`src/rtl/loop_filter.sv`:
```
`timescale 1ns/1ps
// -----------------------------------------------------------------------------
// loop_filter
//
// Proportional-integral loop filter between the phase-frequency detector and
// the DCO. Accepted error samples are integrated (with clamping and
// anti-windup), then combined with a proportional term around a centre control
// word. The result is saturated into an unsigned control word. A hysteretic
// lock detector counts runs of zero and nonzero error samples.
//
// Pipeline: stage 1 captures the sample and updates the integrator and the lock
// state. Stage 2 forms the control word one cycle later from the updated
// integrator.
//
// Ports:
//   sys_clk     in   system clock
//   rst         in   asynchronous active-high reset
//   error_in    in   signed phase error from the detector (ERR_W bits)
//   sample_en   in   qualifies error_in this cycle
//   freeze      in   holds all filter state while high
//   ctrl_out    out  DCO control word (CTRL_W bits)
//   ctrl_valid  out  one-cycle pulse when ctrl_out is updated
//   locked      out  lock indication
//   sat_hi      out  ctrl_out clamped at its maximum
//   sat_lo      out  ctrl_out clamped at zero
// -----------------------------------------------------------------------------
module loop_filter #(
    parameter int                ERR_W         = 4,
    parameter int                ACC_W         = 24,
    parameter int                CTRL_W        = 16,
    parameter logic [CTRL_W-1:0] CTRL_INIT     = 'h8000,
    parameter int                KP_SHIFT      = 2,
    parameter int                KI_SHIFT      = 6,
    parameter int                LOCK_CYCLES   = 1024,
    parameter int                UNLOCK_CYCLES = 64
) (
    input  logic                    sys_clk,
    input  logic                    rst,
    input  logic signed [ERR_W-1:0] error_in,
    input  logic                    sample_en,
    input  logic                    freeze,
    output logic [CTRL_W-1:0]       ctrl_out,
    output logic                    ctrl_valid,
    output logic                    locked,
    output logic                    sat_hi,
    output logic                    sat_lo
);

    localparam int SUM_W = ACC_W + 2;
    localparam int Z_W   = $clog2(LOCK_CYCLES + 1);
    localparam int N_W   = $clog2(UNLOCK_CYCLES + 1);

    // Symmetric integrator limits +/-(2^(ACC_W-1)-1), one bit wider than the
    // integrator so the unclamped sum can be compared against them.
    localparam logic signed [ACC_W:0] ACC_MAX = {2'b00, {(ACC_W-1){1'b1}}};
    localparam logic signed [ACC_W:0] ACC_MIN = {2'b11, {(ACC_W-2){1'b0}}, 1'b1};

    localparam logic [Z_W-1:0] Z_LIMIT = Z_W'(LOCK_CYCLES);
    localparam logic [N_W-1:0] N_LIMIT = N_W'(UNLOCK_CYCLES);

    // Registered state
    logic signed [ACC_W-1:0] r_acc;
    logic signed [ERR_W-1:0] r_err;
    logic                    r_v1;
    logic [Z_W-1:0]          r_zcnt;
    logic [N_W-1:0]          r_ncnt;
    logic                    r_locked;
    logic [CTRL_W-1:0]       r_ctrl;
    logic                    r_ctrl_valid;
    logic                    r_sat_hi;
    logic                    r_sat_lo;

    // Stage 1 combinational terms
    logic                    w_accept;
    logic                    w_err_zero;
    logic                    w_err_pos;
    logic                    w_err_neg;
    logic                    w_hold_int;
    logic signed [ACC_W:0]   w_acc_sum;
    logic signed [ACC_W-1:0] w_acc_next;
    logic [Z_W-1:0]          w_z_inc;
    logic [N_W-1:0]          w_n_inc;

    // Stage 2 combinational terms
    logic signed [SUM_W-1:0] w_acc_wide;
    logic signed [SUM_W-1:0] w_i_term;
    logic signed [SUM_W-1:0] w_p_term;
    logic signed [SUM_W-1:0] w_init_term;
    logic signed [SUM_W-1:0] w_sum;
    logic                    w_sum_neg;
    logic                    w_sum_over;

    assign w_accept   = sample_en & ~freeze;
    assign w_err_zero = ~|error_in;
    assign w_err_neg  = error_in[ERR_W-1];
    assign w_err_pos  = ~w_err_neg & ~w_err_zero;

    // Anti-windup looks at the flags registered before this edge, so a sample
    // still in flight may integrate once more before the clamp takes effect.
    assign w_hold_int = (r_sat_hi & w_err_pos) | (r_sat_lo & w_err_neg);

    assign w_acc_sum = {r_acc[ACC_W-1], r_acc}
                     + {{(ACC_W+1-ERR_W){error_in[ERR_W-1]}}, error_in};

    // NOTE: every always_comb output gets a default first, so no path can
    // leave it unassigned and infer a latch.
    always_comb begin
        w_acc_next = r_acc;
        if (!w_hold_int) begin
            if (w_acc_sum > ACC_MAX)
                w_acc_next = ACC_MAX[ACC_W-1:0];
            else if (w_acc_sum < ACC_MIN)
                w_acc_next = ACC_MIN[ACC_W-1:0];
            else
                w_acc_next = w_acc_sum[ACC_W-1:0];
        end
    end

    assign w_z_inc = (r_zcnt == Z_LIMIT) ? r_zcnt : r_zcnt + Z_W'(1);
    assign w_n_inc = (r_ncnt == N_LIMIT) ? r_ncnt : r_ncnt + N_W'(1);

    // Control word = centre + I/2^KI + err*2^KP, evaluated wide enough that
    // neither term can overflow before the range check.
    assign w_acc_wide  = {{(SUM_W-ACC_W){r_acc[ACC_W-1]}}, r_acc};
    assign w_i_term    = w_acc_wide >>> KI_SHIFT;
    assign w_p_term    = {{(SUM_W-ERR_W){r_err[ERR_W-1]}}, r_err} <<< KP_SHIFT;
    assign w_init_term = {{(SUM_W-CTRL_W){1'b0}}, CTRL_INIT};
    assign w_sum       = w_init_term + w_i_term + w_p_term;

    assign w_sum_neg  = w_sum[SUM_W-1];
    assign w_sum_over = ~w_sum_neg & (|w_sum[SUM_W-2:CTRL_W]);

    // NOTE: sequential state uses non-blocking assignments so every register
    // samples the pre-edge values regardless of statement order.
    always_ff @(posedge sys_clk or posedge rst) begin
        if (rst) begin
            r_acc        <= '0;
            r_err        <= '0;
            r_v1         <= 1'b0;
            r_zcnt       <= '0;
            r_ncnt       <= '0;
            r_locked     <= 1'b0;
            r_ctrl       <= CTRL_INIT;
            r_ctrl_valid <= 1'b0;
            r_sat_hi     <= 1'b0;
            r_sat_lo     <= 1'b0;
        end else begin
            // Stage 2 drains regardless of freeze; freeze only blocks new
            // samples, so ctrl_valid falls once the pipeline is empty.
            r_ctrl_valid <= r_v1;
            if (r_v1) begin
                if (w_sum_neg) begin
                    r_ctrl   <= '0;
                    r_sat_lo <= 1'b1;
                    r_sat_hi <= 1'b0;
                end else if (w_sum_over) begin
                    r_ctrl   <= '1;
                    r_sat_lo <= 1'b0;
                    r_sat_hi <= 1'b1;
                end else begin
                    r_ctrl   <= w_sum[CTRL_W-1:0];
                    r_sat_lo <= 1'b0;
                    r_sat_hi <= 1'b0;
                end
            end

            // Stage 1 and the lock detector advance only on accepted samples.
            r_v1 <= w_accept;
            if (w_accept) begin
                r_acc <= w_acc_next;
                r_err <= error_in;
                if (w_err_zero) begin
                    r_zcnt <= w_z_inc;
                    r_ncnt <= '0;
                    if (w_z_inc == Z_LIMIT)
                        r_locked <= 1'b1;
                end else begin
                    r_zcnt <= '0;
                    r_ncnt <= w_n_inc;
                    if (w_n_inc == N_LIMIT)
                        r_locked <= 1'b0;
                end
            end
        end
    end

    assign ctrl_out   = r_ctrl;
    assign ctrl_valid = r_ctrl_valid;
    assign locked     = r_locked;
    assign sat_hi     = r_sat_hi;
    assign sat_lo     = r_sat_lo;

endmodule

```
`config.mk`:
```
export PLATFORM = sky130hd
export DESIGN_NAME = loop_filter
export DESIGN_NICKNAME = d
export VERILOG_FILES = /design/src/rtl/loop_filter.sv
export SDC_FILE = /design/constraint.sdc
export NUM_CORES = 1
export LEC_CHECK = 0
export CORE_MARGIN = 2
export CORE_UTILIZATION = 45
export CTS_CLUSTER_SIZE = 40
export DETAILED_ROUTE_END_ITERATION = 8
export GPL_TIMING_DRIVEN = 0
export SETUP_SLACK_MARGIN = 0.4
export SLEW_MARGIN = 10
export SYNTH_ARGS = -nofsm -noshare
export SYNTH_HDL_FRONTEND = slang
export SYNTH_SLANG_ARGS = --single-unit
```
`constraint.sdc`:
```
create_clock -name sys_clk -period 3.51 [get_ports sys_clk]
set_input_delay 0.5265 -clock sys_clk [delete_from_list [all_inputs] [get_ports sys_clk]]
set_output_delay 0.5265 -clock sys_clk [all_outputs]
set_load 0.02 [all_outputs]
```
Yosys cells after proc, flatten, opt, wreduce, memory -nomap -nowiden
Cells that the tools add are included.
- output and inout bits: 20
- register bits: 67
- $lt $le $gt $ge: 2
- bitwise gates (word level): 10
- $add $sub $neg: 5
- multiplexer cells: 14
- eq/ne operators: 5
- reduce and logical (&&, ||, !) cells: 5
- operator list (operator ; number):
    $mux 24 ; 2
    $mux 16 ; 2
    $add 24x4->25 ; 1
    $gt 25x24->1 const B ; 1
    $lt 25x24->1 const B ; 1
    $eq 11x11->1 const B ; 2
    $mux 11 ; 2
    $add 19x6->20 ; 1
    $add 17x18->19 const A ; 1
    $eq 7x7->1 const B ; 2
    $mux 7 ; 2
    $add 11x1->11 const B ; 1
    $reduce_or 9->1 ; 1
    $add 7x1->7 const B ; 1
    $mux 1 ; 6
    $and 1x1->1 ; 5
    $not 1->1 ; 4
    $reduce_or 4->1 ; 1
    $reduce_and 3->1 ; 1
    $ne 2x1->1 const B ; 1
    $reduce_and 2->1 ; 1
    $reduce_bool 2->1 ; 1
    $or 1x1->1 ; 1

Logic depth before layout (Yosys ltp)
Gate-level depths: netlist of the first run.
- word-level depth: 6
- gate-level depth with buffers: 13
- gate-level depth less buffers: 12

Least setup slack after synthesis of the first run
Ideal clock, no wire load.
- kind: register -> register
- start point: register r_acc[9]
- end point: register r_ctrl[10], in the netlist ctrl_out[10]
- setup time: 141 ps
- slack: -64 ps
- period minus slack after synthesis: 3574 ps
- stages on the path, launching flop included: 14
- path buffers: 1
- arrival: 3432 ps
- cell sequence: dfrtp_1 -> ha_1 -> ha_1 -> fa_1 -> a21oi_1 -> o21bai_1 -> a2111oi_0 -> o21ai_0 -> a21o_1 -> a21o_1 -> xnor2_1 -> nor2_1 -> clkbuf_1 -> a31oi_1
- word-level cells in the longest chain between the ends: 6
- elaborated cells on any way between the ends: 7
- those cells by class: add/sub (2); mux (2); bitwise (2); reduce/logical (1)
- ends and longest elaborated chain (element ; RTL line ; source):
    start, declared ; 62 ; logic signed [ACC_W-1:0] r_acc;
    start signal, assigned ; 170 ; r_acc <= w_acc_next;
    $add 17x18->19 (*) ; 128 ; assign w_sum = w_init_term + w_i_term + w_p_term;
    $add 19x6->20 (*) ; 128 ;
    $reduce_or 9->1 / $not 1->1 (equally long branches) ; 131 ; assign w_sum_over = ~w_sum_neg & (|w_sum[SUM_W-2:CTRL_W]);
    $and 1x1->1 ; 131 ;
    $mux 16 ; 156 ; end else if (w_sum_over) begin
    $mux 16 (*) ; 152 ; if (w_sum_neg) begin
    end signal, assigned ; 161 ; r_ctrl <= w_sum[CTRL_W-1:0];
    end, declared ; 68 ; logic [CTRL_W-1:0] r_ctrl;
Mark *: on every way between the ends. The rest lies on a longest branch, timed or not.
A chain may end at the register's enable or synchronous reset.

Worst setup path in the final report of the first run
- start point: register r_acc[9]
- end point: register r_acc[10]
- word-level cells in the longest chain between the ends: 4
- elaborated cells on any way between the ends: 5
- those cells by class: add/sub (1); order compare (2); mux (2)
- ends and longest elaborated chain (element ; RTL line ; source):
    $add 24x4->25 (*) ; 103 ; + {{(ACC_W+1-ERR_W){error_in[ERR_W-1]}}, error_in};
    $lt 25x24->1 ; 112 ; else if (w_acc_sum < ACC_MIN)
    $mux 24 ; 112 ;
    $mux 24 (*) ; 110 ; if (w_acc_sum > ACC_MAX)
Marks and branches as above.

==> results of run 1 <==
-- cells in the mapped netlist (all sizes together) (3+ instances only) --
master,instances
o21ai,71
dfrtp,66
nand2,61
ha,60
nand3,38
nor2,37
a21oi,36
clkbuf,31
inv,27
a31oi,21
xnor2,21
nor3,20
a21o,14
and3,14
xor2,14
o31ai,13
a22o,11
buf,10
o211ai,9
a221oi,8
a211oi,7
nand2b,7
a22oi,6
and2,6
o21a,6
nand4,5
o21bai,5
a311oi,3
nor4,3
o22ai,3
or3,3
or4,3
-- registers in the layout, summed over array words and instances, names as in the netlist --
| name | count |
|---|---|
| r_acc | 24 |
| ctrl_out | 16 |
| r_zcnt | 11 |
| r_ncnt | 7 |
| r_err | 4 |
| ctrl_valid | 1 |
| locked | 1 |
| r_v1 | 1 |
| sat_hi | 1 |
| sat_lo | 1 |
-- per-layer routing --
layer | wire length, um | vias up
met1 | 7290 | 2499
met3 | 534 | 21
li1 | - | 2676
met5 | 0 | -
met4 | 298 | 0
met2 | 6820 | 123
-- area by class of cell --
type                       instances  area [um2]
clock buffer                      13         270
fill                            1197        5330
sequential                        67        1680
inverter                          27         104
clock inverter                     2        10.0
timing repair buffer              57         531
multi-input combinational        545        4120
buffer                            41         259
tap                              172         215
-- worst paths after layout --
path	endpoint	slack [ns]	cells past startpoint
min in group asynchronous	ctrl_out[12]	0.47	2
hold reg to reg	ctrl_valid	0.37	0
setup / recovery	r_acc[10]	0.38	14
hold / removal	ctrl_valid	0.37	0
setup reg to reg	r_acc[10]	0.38	14
max in group asynchronous	r_acc[17]	2.52	3
-- cells by family (layout without fill, tap and decap cells) --
family / count (synthesis) / in the layout / share of synthesized area
AO/OA/AOI/OAI: 235 / 235 / 0.281
AND/OR/NAND/NOR: 209 / 209 / 0.179
buffers and inverters: 68 / 140 / 0.0474
flip-flops: 67 / 67 / 0.293
adder cells (fa/ha/maj): 63 / 63 / 0.140
XOR/XNOR: 35 / 35 / 0.0536
multiplexers: 3 / 3 / 0.00547
-- stage by stage --
| stage | utilization | instance area [um2] |
|---|---|---|
| final | 0.574 | 7190 |
| after global routing | 0.574 | 7190 |
| after CTS | 0.554 | 6940 |
| after detailed placement | 0.500 | 6260 |
| after global placement | 0.498 | 6230 |
| after floorplan | - | 5750 |
-- worst max-delay path, stage by stage (launching register included) --
cell      delay (ns)
dfrtp_1         0.40
buf_6           0.14
ha_4            0.21
buf_8           0.12
a21oi_4         0.17
o21ai_4         0.10
a2111o_1        0.38
o21ba_4         0.24
o31a_1          0.32
o31ai_4         0.19
buf_6           0.17
nor2_4          0.07
buf_8           0.13
a221oi_2        0.23
o31ai_1         0.10
-- timing repair --
item	4_1_cts	5_1_grt
setup endpoints to repair	43	41
gates resized for setup	68	47
buffers inserted	19	8
pin swaps	25	21
gates cloned	2	0
hold endpoints to repair	0	0
-- power breakdown --
| part | internal (uW) | leakage [uW] | switching [uW] |
|---|---|---|---|
| sequential | 1060 | 0.000821 | 265 |
| clock | 529 | 0.000141 | 309 |
| combinational | 2320 | 0.00208 | 2780 |
| total | 3910 | 0.00304 | 3350 |
==> results by group, run 1 <==
Detailed routing
  – First drt pass iteration count: 5
  – Drt drc: 0
  – DRT Wirelength: 14.9 mm
  – Initial DRC count: 386
  – Total number of vias: 5319
  – Post-route antenna net violation count: 0
  – WL/cell: 16.2 um
  – Via density: 5.76

Timing
  – Hold WS: 0.371 ns
  – Worst slew pin tran: 0.880 ns
  – Worst clock skew: 0.00860 ns
  – RSZ-0062 raised after global routing: true
  – Fmax: 0.320 GHz
  – Post-layout min period: 3.13 ns
  – Period utilisation layout: 0.890
  – Sum Neg Setup Slack: 0 ns
  – Final hold viol count: 0
  – Worst relative slew slack: 0.410
  – Final setup vio count: 0
  – Worst setup slack after layout: 0.384 ns
  – Max Slew Vio Count: 0

GRT
  – Met1 Use GR: 0.310
  – Largest net degree at the start of global routing: 57
  – Met3 Use GR: 0.0268
  – First-pass GRT wire length: 24.2 mm
  – Vias in the first global route: 4973
  – Initial antenna violation count: 0
  – Gr ovfl total: 0
  – Most Used Layer, Global Route: met2
  – Global Route Usage Sum: 0.223
  – Met2 GRT Util: 0.360

Synthesis
  – Post-Syn Area: 5720 um2
  – Synth Area per Inst: 8.42 um2
  – Sequential fraction of the synthesis area: 0.293
  – Share of synthesized registers carrying an async set or reset: 1.00
  – Post-synth net total: 750
  – Area leader, netlist: dfrtp_1
  – Share of the synthesized area in the top cell type: 0.289
  – Ys flop type: dfrtp_1
  – Number of synthesized flops with an enable pin: 0
  – Post-Synthesis Cells: 680
  – Yosys warning total: 0
  – Most area-consuming cells after synthesis: dfrtp_1 (29%), ha_1 (13%), o21ai_0 (5.9%)
  – Netlist cell types: 75
  – Yosys reg bits: 67

Place
  – Post-Place Cells: 880
  – Final HPWL DP: 11.0 mm
  – Placer Congestion: 0.909
  – DP Worst Slack: -1.43 ns
  – Number of buffers added on ports: 27

Clocking
  – Clk Latency, worst-skew pair: 0.33 ns
  – TritonCTS Buffers: 9
  – CTS Buffer Depth: 2
  – Hold buffers post-CTS: 0
  – Root buf cell: clkbuf_16
  – Clk slew on worst S/H paths: 0.06 ns
  – Max H-tree Level: 3
  – CTS tree: built
  – Clk sinks: 67

Hold path
  – Hold_sp: r_v1
  – HP Class: flop to flop

Cells and area
  – Final net count: 818
  – Antenna fix cells: 0
  – Leading cell type in the layout, fill and taps excluded: dfrtp_1
  – P&R area growth vs syn: 25.6%
  – Non-Filler Instances: 924
  – Layout cells sized above 1: 0.170
  – Commonest cells after routing, fill and taps aside: dfrtp_1 (65), o21ai_0 (62), nand2_1 (61)

Worst setup path
  – Crit path max fanout: 6
  – CP startpoint: r_acc[9]
  – Critical Path AT: 3.31 ns
  – CP required: 3.69 ns
  – WS Path Type: flop to flop
  – CP Launch Type: flop
  – Crit. End Element: flop
  – Worst reg2reg startpoint: r_acc[9]

Job
  – Max-Cap Viols: 0

Floorplan
  – Die area: 13600 um2
  – Row cnt: 41
  – Boundary Pins: 28
  – Die span in x: 117 um
  – Starting Density: 0.457
  – Die H: 117 um
  – Core Footprint: 12500 um2

Power and ir drop
  – Total power: 7260 uW
  – Pwr Density: 1010 nW/um2
  – LEAKAGE: 0.00304 uW
  – Worst vdd ir: 0.502 mV

Run status
  – Status: complete, no violations
(Power assumes the default switching activity.)
==> inputs of run 2 (changes only) <==
Settings changed: CTS_BUF_LIST set to sky130_fd_sc_hd__clkbuf_8 sky130_fd_sc_hd__clkbuf_16, HOLD_SLACK_MARGIN set to 0.12.
==> run 2 against run 1 <==
Hold slack did not move. Cell count unchanged. Non-clock buffer count is the same. Total power is essentially flat. Register-to-register slack hardly changed. Critical path type unchanged. Critical endpoint unchanged.
==> results by group, run 2 (same netlist as run 1, synthesis figures left out) <==
Cells and area
  – Top reg by flops: r_acc (unchanged)
  – P&R area growth vs syn: 25.6% (unchanged)
  – Commonest cells after routing, fill and taps aside: dfrtp_1 (65), o21ai_0 (62), nand2_1 (61) (unchanged)
  – Leading cell type in the layout, fill and taps excluded: dfrtp_1 (unchanged)
  – Max reg flops: 24 (unchanged)
  – Layout cells sized above 1: 0.170 (unchanged)
  – Non-Filler Instances: 924 (unchanged)
  – Final net count: 818 (unchanged)
  – Antenna fix cells: 0 (unchanged)

Detailed routing
  – Via density: 5.76 (unchanged)
  – DRT Wirelength: 14.9 mm (about the same)
  – First drt pass iteration count: 5 (unchanged)
  – Total number of vias: 5319 (unchanged)
  – Initial DRC count: 386 (unchanged)
  – WL/cell: 16.2 um (about the same)
  – Post-route antenna net violation count: 0 (unchanged)
  – Drt drc: 0 (unchanged)

Timing
  – Worst clock skew: 0.00860 ns (about the same)
  – Fmax: 0.320 GHz (about the same)
  – Max Slew Vio Count: 0 (unchanged)
  – RSZ-0062 raised after global routing: true (unchanged)
  – Worst relative slew slack: 0.410 (unchanged)
  – Period utilisation layout: 0.890 (unchanged)
  – Worst slew pin tran: 0.880 ns (unchanged)
  – Hold WS: 0.371 ns (unchanged)
  – Final setup vio count: 0 (unchanged)
  – Final hold viol count: 0 (unchanged)
  – Post-layout min period: 3.13 ns (unchanged)
  – Sum Neg Setup Slack: 0 ns (unchanged)

GRT
  – Global Route Usage Sum: 0.223 (unchanged)
  – First-pass GRT wire length: 24.2 mm (unchanged)
  – Gr ovfl total: 0 (unchanged)
  – Initial antenna violation count: 0 (unchanged)
  – Vias in the first global route: 4973 (unchanged)
  – Largest net degree at the start of global routing: 57 (unchanged)

Floorplan
  – Row cnt: 41 (unchanged)
  – Core Footprint: 12500 um2 (unchanged)
  – Die H: 117 um (unchanged)
  – Die span in x: 117 um (unchanged)
  – Starting Density: 0.457 (unchanged)
  – Boundary Pins: 28 (unchanged)
  – Die area: 13600 um2 (unchanged)

Clocking
  – Max H-tree Level: 3 (unchanged)
  – TritonCTS Buffers: 9 (unchanged)
  – CTS Buffer Depth: 2 (unchanged)
  – Clk sinks: 67 (unchanged)
  – CTS tree: built (unchanged)
  – Clk slew on worst S/H paths: 0.06 ns (about the same)
  – Root buf cell: clkbuf_16 (unchanged)
  – Clk Latency, worst-skew pair: 0.33 ns (about the same)

Worst setup path
  – Critical Path AT: 3.31 ns (about the same)
  – CP required: 3.69 ns (about the same)
  – Crit. End Element: flop (unchanged)
  – Buf/Inv on CP: 4 (unchanged)
  – Slowest CP cell: dfrtp_1 (unchanged)
  – Crit-path cells: buf_6 -> ha_4 -> buf_8 -> a21oi_4 -> o21ai_4 -> a2111o_1 -> o21ba_4 -> o31a_1 -> o31ai_4 -> buf_6 -> nor2_4 -> buf_8 -> a221oi_2 -> o31ai_1 (unchanged)
  – WS Path Type: flop to flop (unchanged)
  – Critical path's top delay family: compound AO/OA/AOI/OAI gates (unchanged)
  – CP Launch Type: flop (unchanged)
  – Crit path max fanout: 6 (unchanged)
  – Slowest stage delay, CP: 0.40 ns (about the same)

Place
  – Post-Place Cells: 880 (unchanged)
  – Placer Congestion: 0.909 (unchanged)
  – Final HPWL DP: 11.0 mm (unchanged)
  – Number of buffers added on ports: 27 (unchanged)

Power and ir drop
  – Worst vdd ir: 0.502 mV (about the same)
  – Pwr Density: 1010 nW/um2 (about the same)
  – Total power: 7260 uW (about the same)
  – LEAKAGE: 0.00305 uW (was 0.00304 uW)

Job
  – Max-Cap Viols: 0 (unchanged)

Hold path
  – HP Class: flop to flop (unchanged)

Run status
  – Status: complete, no violations (unchanged)
==> run 2: cell types whose count changed in the layout (fill, tap and decap cells not counted) <==
cell	before	now
clkbuf_1	25	24
inv_1	25	26
==> run 2: path summary, 6_finish.rpt <==
| check | slack, ns | startpoint | end | depth (start not counted) |
|---|---|---|---|---|
| setup / recovery | 0.38 | r_acc[9] | r_acc[10] | 14 |
| hold / removal | 0.37 | r_v1 | ctrl_valid | 0 |
| setup reg to reg | 0.38 | r_acc[9] | r_acc[10] | 14 |
| hold reg to reg | 0.37 | r_v1 | ctrl_valid | 0 |
| max in group asynchronous | 2.52 | rst | r_acc[17] | 3 |
| min in group asynchronous | 0.47 | rst | ctrl_out[12] | 2 |
==> run 2: layout make-up <==
| class | instances | area (um2) |
|---|---|---|
| clock buffer | 12 | 267 |
| multi-input combinational | 545 | 4120 |
| tap | 172 | 215 |
| fill | 1197 | 5330 |
| clock inverter | 3 | 13.8 |
| sequential | 67 | 1680 |
| buffer | 41 | 259 |
| inverter | 27 | 104 |
| timing repair buffer | 57 | 531 |
==> run 2: repair_timing <==
| action | CTS | global route |
|---|---|---|
| hold endpoints to repair | 0 | 0 |
| endpoints found under the setup margin | 43 | 41 |
| hold buffers | 0 | 0 |
| gates resized for setup | 68 | 47 |
| cloned | 2 | 0 |
| buffers inserted | 19 | 8 |
| pin swaps | 25 | 21 |
==> run 2: power by group <==
group	switching (uW)	internal, uW
clock network	309	526
registers	265	1060
logic	2780	2320
==> run 2: metrics by stage <==
| stage | setup slack (ns) | instance area [um2] | utilization |
|---|---|---|---|
| finish | 0.384 | 7190 | 0.574 |
| global placement | -1.37 | 6230 | 0.498 |
| detailed placement | -1.43 | 6260 | 0.500 |
| CTS | 0.377 | 6940 | 0.554 |
| floorplan | 0.417 | 5750 | - |
| global route | 0.264 | 7190 | 0.574 |
==> run 2: per-layer routing <==
| metal | GRT usage | routed length, um | up-vias |
|---|---|---|---|
| li1 | - | - | 2676 |
| met1 | 0.310 | 7290 | 2499 |
| met2 | 0.360 | 6820 | 123 |
| met3 | 0.0268 | 534 | 21 |
| met4 | 0.0761 | 298 | 0 |
| met5 | 0 | 0 | - |
